$ cat config.mk
export PLATFORM = sky130hd
export DESIGN_NAME = gear_shifter_multi_flat
export DESIGN_NICKNAME = d
export VERILOG_FILES = /design/src/rtl/gear_shifter_multi_if.sv /design/src/rtl/gear_shifter_multi.sv /design/src/flat_wrapper.sv
export SDC_FILE = /design/constraint.sdc
export NUM_CORES = 1
export LEC_CHECK = 0
export BUFFER_PORTS_ARGS = -buffer_cell sky130_fd_sc_hd__buf_2
export CAP_MARGIN = 10
export CORE_MARGIN = 4
export CORE_UTILIZATION = 44
export DETAILED_ROUTE_END_ITERATION = 7
export HOLD_SLACK_MARGIN = 0.03
export SLEW_MARGIN = 20
export SYNTH_ARGS = -nofsm -noshare
export SYNTH_HDL_FRONTEND = slang
export SYNTH_SLANG_ARGS = --single-unit
$ cat constraint.sdc
create_clock -name CLK -period 4.1 [get_ports CLK]
set_input_delay 0.82 -clock CLK [delete_from_list [all_inputs] [get_ports CLK]]
set_output_delay 0.82 -clock CLK [all_outputs]
set_load 0.01 [all_outputs]
$ cat src/rtl/gear_shifter_multi_if.sv
// rtl/gear_shifter_multi_if.sv - player button, direct-select and gear/switch-line bundle
interface gear_shifter_multi_if #(
  parameter int PLAYERS = 2,
  parameter int GEARS   = 4,
  parameter int GW      = (GEARS > 2) ? $clog2(GEARS) : 1
);
  logic [PLAYERS-1:0]           gearup;
  logic [PLAYERS-1:0]           geardown;
  logic [PLAYERS-1:0]           gear_sel_en;
  logic [PLAYERS*GW-1:0]        gear_sel;
  logic [PLAYERS*GW-1:0]        gear;
  logic [PLAYERS*(GEARS-1)-1:0] gear_sw_n;
  logic [PLAYERS-1:0]           shifted;

  modport master (
    output gearup, geardown, gear_sel_en, gear_sel,
    input  gear, gear_sw_n, shifted
  );

  modport slave (
    input  gearup, geardown, gear_sel_en, gear_sel,
    output gear, gear_sw_n, shifted
  );
endinterface

$ cat src/rtl/gear_shifter_multi.sv
// rtl/gear_shifter_multi.sv - per-player synchronised, debounced, saturating gear register
// with direct-select load and active-low gear switch decode.
module gear_shifter_multi #(
  parameter int PLAYERS  = 2,
  parameter int GEARS    = 4,
  parameter int DEBOUNCE = 4
) (
  input logic                 CLK,
  input logic                 reset_n,
  gear_shifter_multi_if.slave bus
);
  localparam int GW = (GEARS > 2) ? $clog2(GEARS) : 1;
  localparam int CW = $clog2(DEBOUNCE + 1);
  localparam logic [GW-1:0] TOP = GW'(GEARS - 1);

  for (genvar p = 0; p < PLAYERS; p++) begin : g_player
    // Bit 0 carries gear-up, bit 1 carries gear-down throughout the button path.
    logic [1:0]    raw;
    logic [1:0]    s1;
    logic [1:0]    s2;
    logic [1:0]    db;
    logic [1:0]    db_q;
    logic [CW-1:0] cnt [2];
    logic          up_ev;
    logic          dn_ev;
    logic [GW-1:0] sel;
    logic [GW-1:0] sel_clamped;
    logic [GW-1:0] gear_r;
    logic [GW-1:0] gear_q;
    logic          shifted_r;

    assign raw = {bus.geardown[p], bus.gearup[p]};

    always_ff @(posedge CLK or negedge reset_n) begin
      if (!reset_n) begin
        s1     <= '0;
        s2     <= '0;
        db     <= '0;
        db_q   <= '0;
        cnt[0] <= '0;
        cnt[1] <= '0;
      end else begin
        s1   <= raw;
        s2   <= s1;
        db_q <= db;
        for (int b = 0; b < 2; b++) begin
          if (s2[b] == db[b]) begin
            cnt[b] <= '0;
          end else if (cnt[b] == CW'(DEBOUNCE - 1)) begin
            db[b]  <= s2[b];
            cnt[b] <= '0;
          end else begin
            cnt[b] <= cnt[b] + CW'(1);
          end
        end
      end
    end

    // Only a debounced rising level is a press; releases and held buttons do nothing.
    assign up_ev       = db[0] & ~db_q[0];
    assign dn_ev       = db[1] & ~db_q[1];
    assign sel         = bus.gear_sel[p*GW +: GW];
    assign sel_clamped = (sel > TOP) ? TOP : sel;

    always_ff @(posedge CLK or negedge reset_n) begin
      if (!reset_n) begin
        gear_r    <= '0;
        gear_q    <= '0;
        shifted_r <= 1'b0;
      end else begin
        gear_q    <= gear_r;
        shifted_r <= (gear_r != gear_q);
        if (bus.gear_sel_en[p]) begin
          gear_r <= sel_clamped;
        end else if (up_ev && !dn_ev && gear_r != TOP) begin
          gear_r <= gear_r + GW'(1);
        end else if (dn_ev && !up_ev && gear_r != '0) begin
          gear_r <= gear_r - GW'(1);
        end
      end
    end

    assign bus.gear[p*GW +: GW] = gear_r;
    assign bus.shifted[p]       = shifted_r;

    // Top gear has no line of its own: every line reads high there.
    for (genvar g = 0; g < GEARS - 1; g++) begin : g_sw
      assign bus.gear_sw_n[p*(GEARS-1) + g] = (gear_r != GW'(g));
    end
  end
endmodule

$ cat src/flat_wrapper.sv
// flat-port wrapper written by rule: the top's interface ports become plain ports
module gear_shifter_multi_flat 
#(
  parameter int PLAYERS  = 2,
  parameter int GEARS    = 4,
  parameter int DEBOUNCE = 4
)
  (CLK, reset_n, bus_gearup, bus_geardown, bus_gear_sel_en, bus_gear_sel, bus_gear, bus_gear_sw_n, bus_shifted);
  gear_shifter_multi_if #(.PLAYERS(PLAYERS), .GEARS(GEARS)) bus_i ();
  input logic CLK;
  input logic reset_n;
  input wire logic [$bits(bus_i.gearup)-1:0] bus_gearup;
  input wire logic [$bits(bus_i.geardown)-1:0] bus_geardown;
  input wire logic [$bits(bus_i.gear_sel_en)-1:0] bus_gear_sel_en;
  input wire logic [$bits(bus_i.gear_sel)-1:0] bus_gear_sel;
  output wire logic [$bits(bus_i.gear)-1:0] bus_gear;
  output wire logic [$bits(bus_i.gear_sw_n)-1:0] bus_gear_sw_n;
  output wire logic [$bits(bus_i.shifted)-1:0] bus_shifted;
  assign bus_i.gearup = bus_gearup;
  assign bus_i.geardown = bus_geardown;
  assign bus_i.gear_sel_en = bus_gear_sel_en;
  assign bus_i.gear_sel = bus_gear_sel;
  assign bus_gear = bus_i.gear;
  assign bus_gear_sw_n = bus_i.gear_sw_n;
  assign bus_shifted = bus_i.shifted;
  gear_shifter_multi #(.PLAYERS(PLAYERS), .GEARS(GEARS), .DEBOUNCE(DEBOUNCE)) u_core (.CLK(CLK), .reset_n(reset_n), .bus(bus_i));
endmodule
# After elaboration in Yosys (flattened, before gate mapping)
# Cells that the tools add are included.
# W data, S select, Z words.
[totals]
regBits = 38
input_bits = 12
output_inout_bits = 12
elab_cells = 94
[op_classes]
add_sub_neg = 8
order_cmp = 2
eq_ne = 16
n_mux = 16
bitwise = 12
reduce_logical = 20
[op_table]
columns = ["cell", "count"]
rows = [
  ["$mux W3", 8],
  ["$mux W2", 8],
  ["$add A3 B1 Y3 const B", 4],
  ["$eq A3 B2 Y1 const B", 4],
  ["$logic_and A1 B1 Y1", 8],
  ["$ne A2 B2 Y1 const B", 4],
  ["$not A1 Y1", 8],
  ["$reduce_and A2 Y1", 4],
  ["$reduce_bool A3 Y1", 2],
  ["$add A2 B1 Y2 const B", 2],
  ["$and A1 B1 Y1", 4],
  ["$eq A1 B1 Y1", 4],
  ["$gt A2 B2 Y1 const B", 2],
  ["$logic_not A1 Y1", 4],
  ["$ne A2 B1 Y1 const B", 2],
  ["$ne A2 B2 Y1", 2],
  ["$reduce_bool A2 Y1", 2],
  ["$sub A2 B1 Y2 const B", 2],
]

# Depth between registers and ports, before layout
[logic_depth]
depth_word = 8
mapped_depth = 6
depth_no_buf = 6

# Worst setup path before layout
# No wires, ideal clock.
[synth_timing]
path_kind = "reg2out"
from = "reg u_core.g_player[1].gear_r[0]"
to = "out bus_gear_sw_n[3]"
t_arrival_ps = 901
t_required_ps = 3280
setup_slack_ps = 2379
stages_incl_launch_ff = 4
n_path_buf = 0
path_cell_list = "dfrtp_1 inv_1 ha_1 inv_1"
[synth_via]
elab_chain_cells = 1
[synth_rtl]
columns = ["item", "line", "rtl"]
rows = [
  ["start, declared", "gear_shifter_multi.sv:28", "logic [GW-1:0] gear_r;"],
  ["start signal, assigned", "gear_shifter_multi.sv:74", "gear_r <= sel_clamped;"],
  ["start signal, assigned", "gear_shifter_multi.sv:76", "gear_r <= gear_r + GW'(1);"],
  ["start signal, assigned", "gear_shifter_multi.sv:78", "gear_r <= gear_r - GW'(1);"],
  ["$reduce_bool A2 Y1", "gear_shifter_multi.sv:88", "assign bus.gear_sw_n[p*(GEARS-1) + g] = (gear_r != GW'(g));"],
  ["end, declared", "flat_wrapper.sv:17", "output wire logic [$bits(bus_i.gear_sw_n)-1:0] bus_gear_sw_n;"],
]
# No other way between the ends.

# Worst setup path in the final report
# Ends and elaborated chain as after synthesis.

==> results.sh <==
export IMPL_r2r_slack_ps=2410
export IMPL_hold_viol_final=0
export IMPL_ys_types=28
export IMPL_relSlewSlack=0.470
export IMPL_final_net_count=172
export IMPL_clkLatencyLatePin_ps=320
export IMPL_yosys_register_bits=38
export IMPL_fp_row_count=21
export IMPL_setup_viol_count_final=0
export IMPL_crit_top_cell="inv_1"
export IMPL_synth_area_per_cell_um2=13.1
export IMPL_die_area_mm2=0.00459
export IMPL_h_tree_depth=2
export IMPL_arrival_ps=1340
export IMPL_timing_fmax_mhz=462
export IMPL_cts_resized=0
export IMPL_grt_pass1_vias=931
export IMPL_powerDensity_mw_per_mm2=662
export IMPL_drc=0
export IMPL_port_buffers=23
export IMPL_crit_buf_inv=3
export IMPL_cts_hold_buf=0
export IMPL_die_h_um=67.8
export IMPL_cts_tree="built"
export IMPL_dr_total_vias=903
export IMPL_clockBufferDepth=2
export IMPL_grt_antenna_before_repair=0
export IMPL_power_leakage_nw=0.858
export IMPL_mostFrequentLayoutCells="dfrtp_1, buf_2, ha_1"
export IMPL_die_width_um=67.8
export IMPL_yosysSeqAreaShare=0.605
export IMPL_final_area_mm2=0.00177
export IMPL_tns_ps=0
export IMPL_dpl_cell_area_mm2=0.00173
export IMPL_gp_congestion=0.813
export IMPL_cts_setup_buffers=0
export IMPL_fin_crit_ps=2160
export IMPL_slew_violations=0
export IMPL_grt_overflow=0
export IMPL_hp_class="flop to flop"
export IMPL_drtPass1Iterations=4
export IMPL_cap_violations=0
export IMPL_core_area_mm2=0.00339
export IMPL_slowest_delay_ps=490
export IMPL_start_util=0.464
export IMPL_clk_pin_slew_ps=100
export IMPL_fin_crit_sh=0.528
export IMPL_grt_max_degree=39
export IMPL_yosysWarnings=0
export IMPL_slowest_stage="dfrtp_1"
export IMPL_clock_sinks=38
export IMPL_wl_per_cell_um=11.4
export IMPL_final_common_cell="dfrtp_1"
export IMPL_cts_root_buffer="clkbuf_4"
export IMPL_netlist_area_mm2=0.00157
export IMPL_wirelength_um=2200
export IMPL_synthesis_nets=144
export IMPL_crit_family="flip-flops"
export IMPL_outcome="finished clean"
export IMPL_crit_chain="inv_1, ha_1, inv_1, buf_2"
export IMPL_groute_usage_overall=0.121
export IMPL_rsz0062_at_grt="false"
export IMPL_layout_drive_gt1_share=0.209
export IMPL_grt_pass1_wl_um=4030
export IMPL_vias_per_cell=4.65
export IMPL_vdd_drop_max_v=0.000276
export IMPL_diodes=0
export IMPL_io_pins=24
export IMPL_worst_setup_path_type="flop to output pin"
export IMPL_drtIter0Drc=55
export IMPL_cts_buffers=5
export IMPL_dp_hpwl_um=1630
export IMPL_critPathMaxFanout=8
export IMPL_startpoint_type="flop"
export IMPL_ant_nets=0
export IMPL_end_kind="output pin"
export IMPL_area_delta_synth_final_pct=12.9
export IMPL_tightest_slew_ps=794
export IMPL_required_ps=3280
export IMPL_clock_skew_ps=5.61
export IMPL_syn_inst=120
[state kept, by name (all words and copies together), names as in the netlist]
signal / count
u_core.g_player.cnt: 12
u_core.g_player.db: 4
u_core.g_player.db_q: 4
u_core.g_player.gear_q: 4
u_core.g_player.gear_r: 4
u_core.g_player.s1: 4
u_core.g_player.s2: 4
u_core.g_player.shifted_r: 2
[routing by layer]
metal,GRT usage,share of wire,wire length [um],up-vias
li1,-,-,-,445
met1,0.136,0.42,921,434
met2,0.198,0.51,1110,18
met3,0.0549,0.059,131,6
met4,0.0532,0.017,37,0
met5,0,0,0,-
[worst reg2reg max path: cells and delay by family (launching register included)]
family,cells,cell delay [ps]
and+or+nand+nor,2,590
DFF,1,470
adders and majority gates,1,240
AOI/OAI and AO/OA,2,210
buffers and inverters,1,120
[final cells by class]
cell class | count | area (um2)
sequential | 38 | 951
tap | 46 | 57.6
clock buffer | 7 | 45.0
inverter | 10 | 37.5
timing repair buffer | 23 | 115
fill | 298 | 1620
multi-input combinational | 70 | 568
[through the flow]
step | total power, mW | std cells | setup WS, ps | hold slack [ps] | util
2_1_floorplan | 0.896 | 120 | 2380 | 331 | -
3_3_place_gp | 1.00 | 187 | 2340 | 332 | 0.510
3_5_place_dp | 1.03 | 187 | 2270 | 335 | 0.510
4_1_cts | 1.20 | 194 | 1890 | 358 | 0.523
5_1_grt | 1.29 | 194 | 1800 | 376 | 0.523
6_report | 1.17 | 194 | 1940 | 356 | 0.523
[where the power goes]
group	total [mW]	internal, mW	leakage [nW]	switching [mW]
Sequential	0.581	0.493	0.462	0.0880
Combinational	0.426	0.216	0.371	0.210
Clock	0.168	0.0647	0.0254	0.103
Total	1.17	0.773	0.858	0.401
[synth_stat cells, drive strengths merged]
| library cell | number | area share |
|---|---|---|
| nor3b | 5 | 0.027 |
| and2b | 1 | 0.0048 |
| a21oi | 3 | 0.012 |
| nand2 | 4 | 0.0096 |
| o21a | 1 | 0.0048 |
| inv | 10 | 0.024 |
| or3 | 1 | 0.0040 |
| a211oi | 1 | 0.0048 |
| o31ai | 1 | 0.0048 |
| dfrtp | 38 | 0.61 |
| xnor2 | 9 | 0.050 |
| buf | 2 | 0.0096 |
| or3b | 1 | 0.0056 |
| a2bb2oi | 1 | 0.0056 |
| nor2b | 10 | 0.040 |
| ha | 12 | 0.096 |
| o31a | 2 | 0.011 |
| and3 | 1 | 0.0040 |
| o21ai | 1 | 0.0032 |
| and2 | 1 | 0.0040 |
| nor2 | 1 | 0.0024 |
| nor3 | 6 | 0.022 |
| nand2b | 3 | 0.012 |
| and3b | 1 | 0.0056 |
| mux2 | 4 | 0.029 |
[final timing paths]
kind                                                end                          from  depth (start not counted)
max                                    bus_gear_sw_n[3]  u_core.g_player[1].gear_r[0]                          4
min                            u_core.g_player[1].s2[1]      u_core.g_player[1].s1[1]                          0
max reg2reg                u_core.g_player[0].gear_r[1]  u_core.g_player[0].gear_r[0]                          6
min reg2reg                    u_core.g_player[1].s2[1]      u_core.g_player[1].s1[1]                          0
max in group asynchronous      u_core.g_player[1].s1[0]                       reset_n                          1
min in group asynchronous  u_core.g_player[0].shifted_r                       reset_n                          1
[logic make-up (layout without fill, tap and decap cells)]
kind of cell               after synthesis  after routing  share of synthesized area
AOI/OAI and AO/OA                       10             10                     0.0462
xor gates and xnor gates                 9              9                     0.0502
adders and majority gates               12             12                     0.0955
buffers and inverters                   12             40                     0.0334
DFF                                     38             38                      0.605
muxes                                    4              4                     0.0287
and+or+nand+nor                         35             35                      0.141
Power figures use the tool's default switching activity.
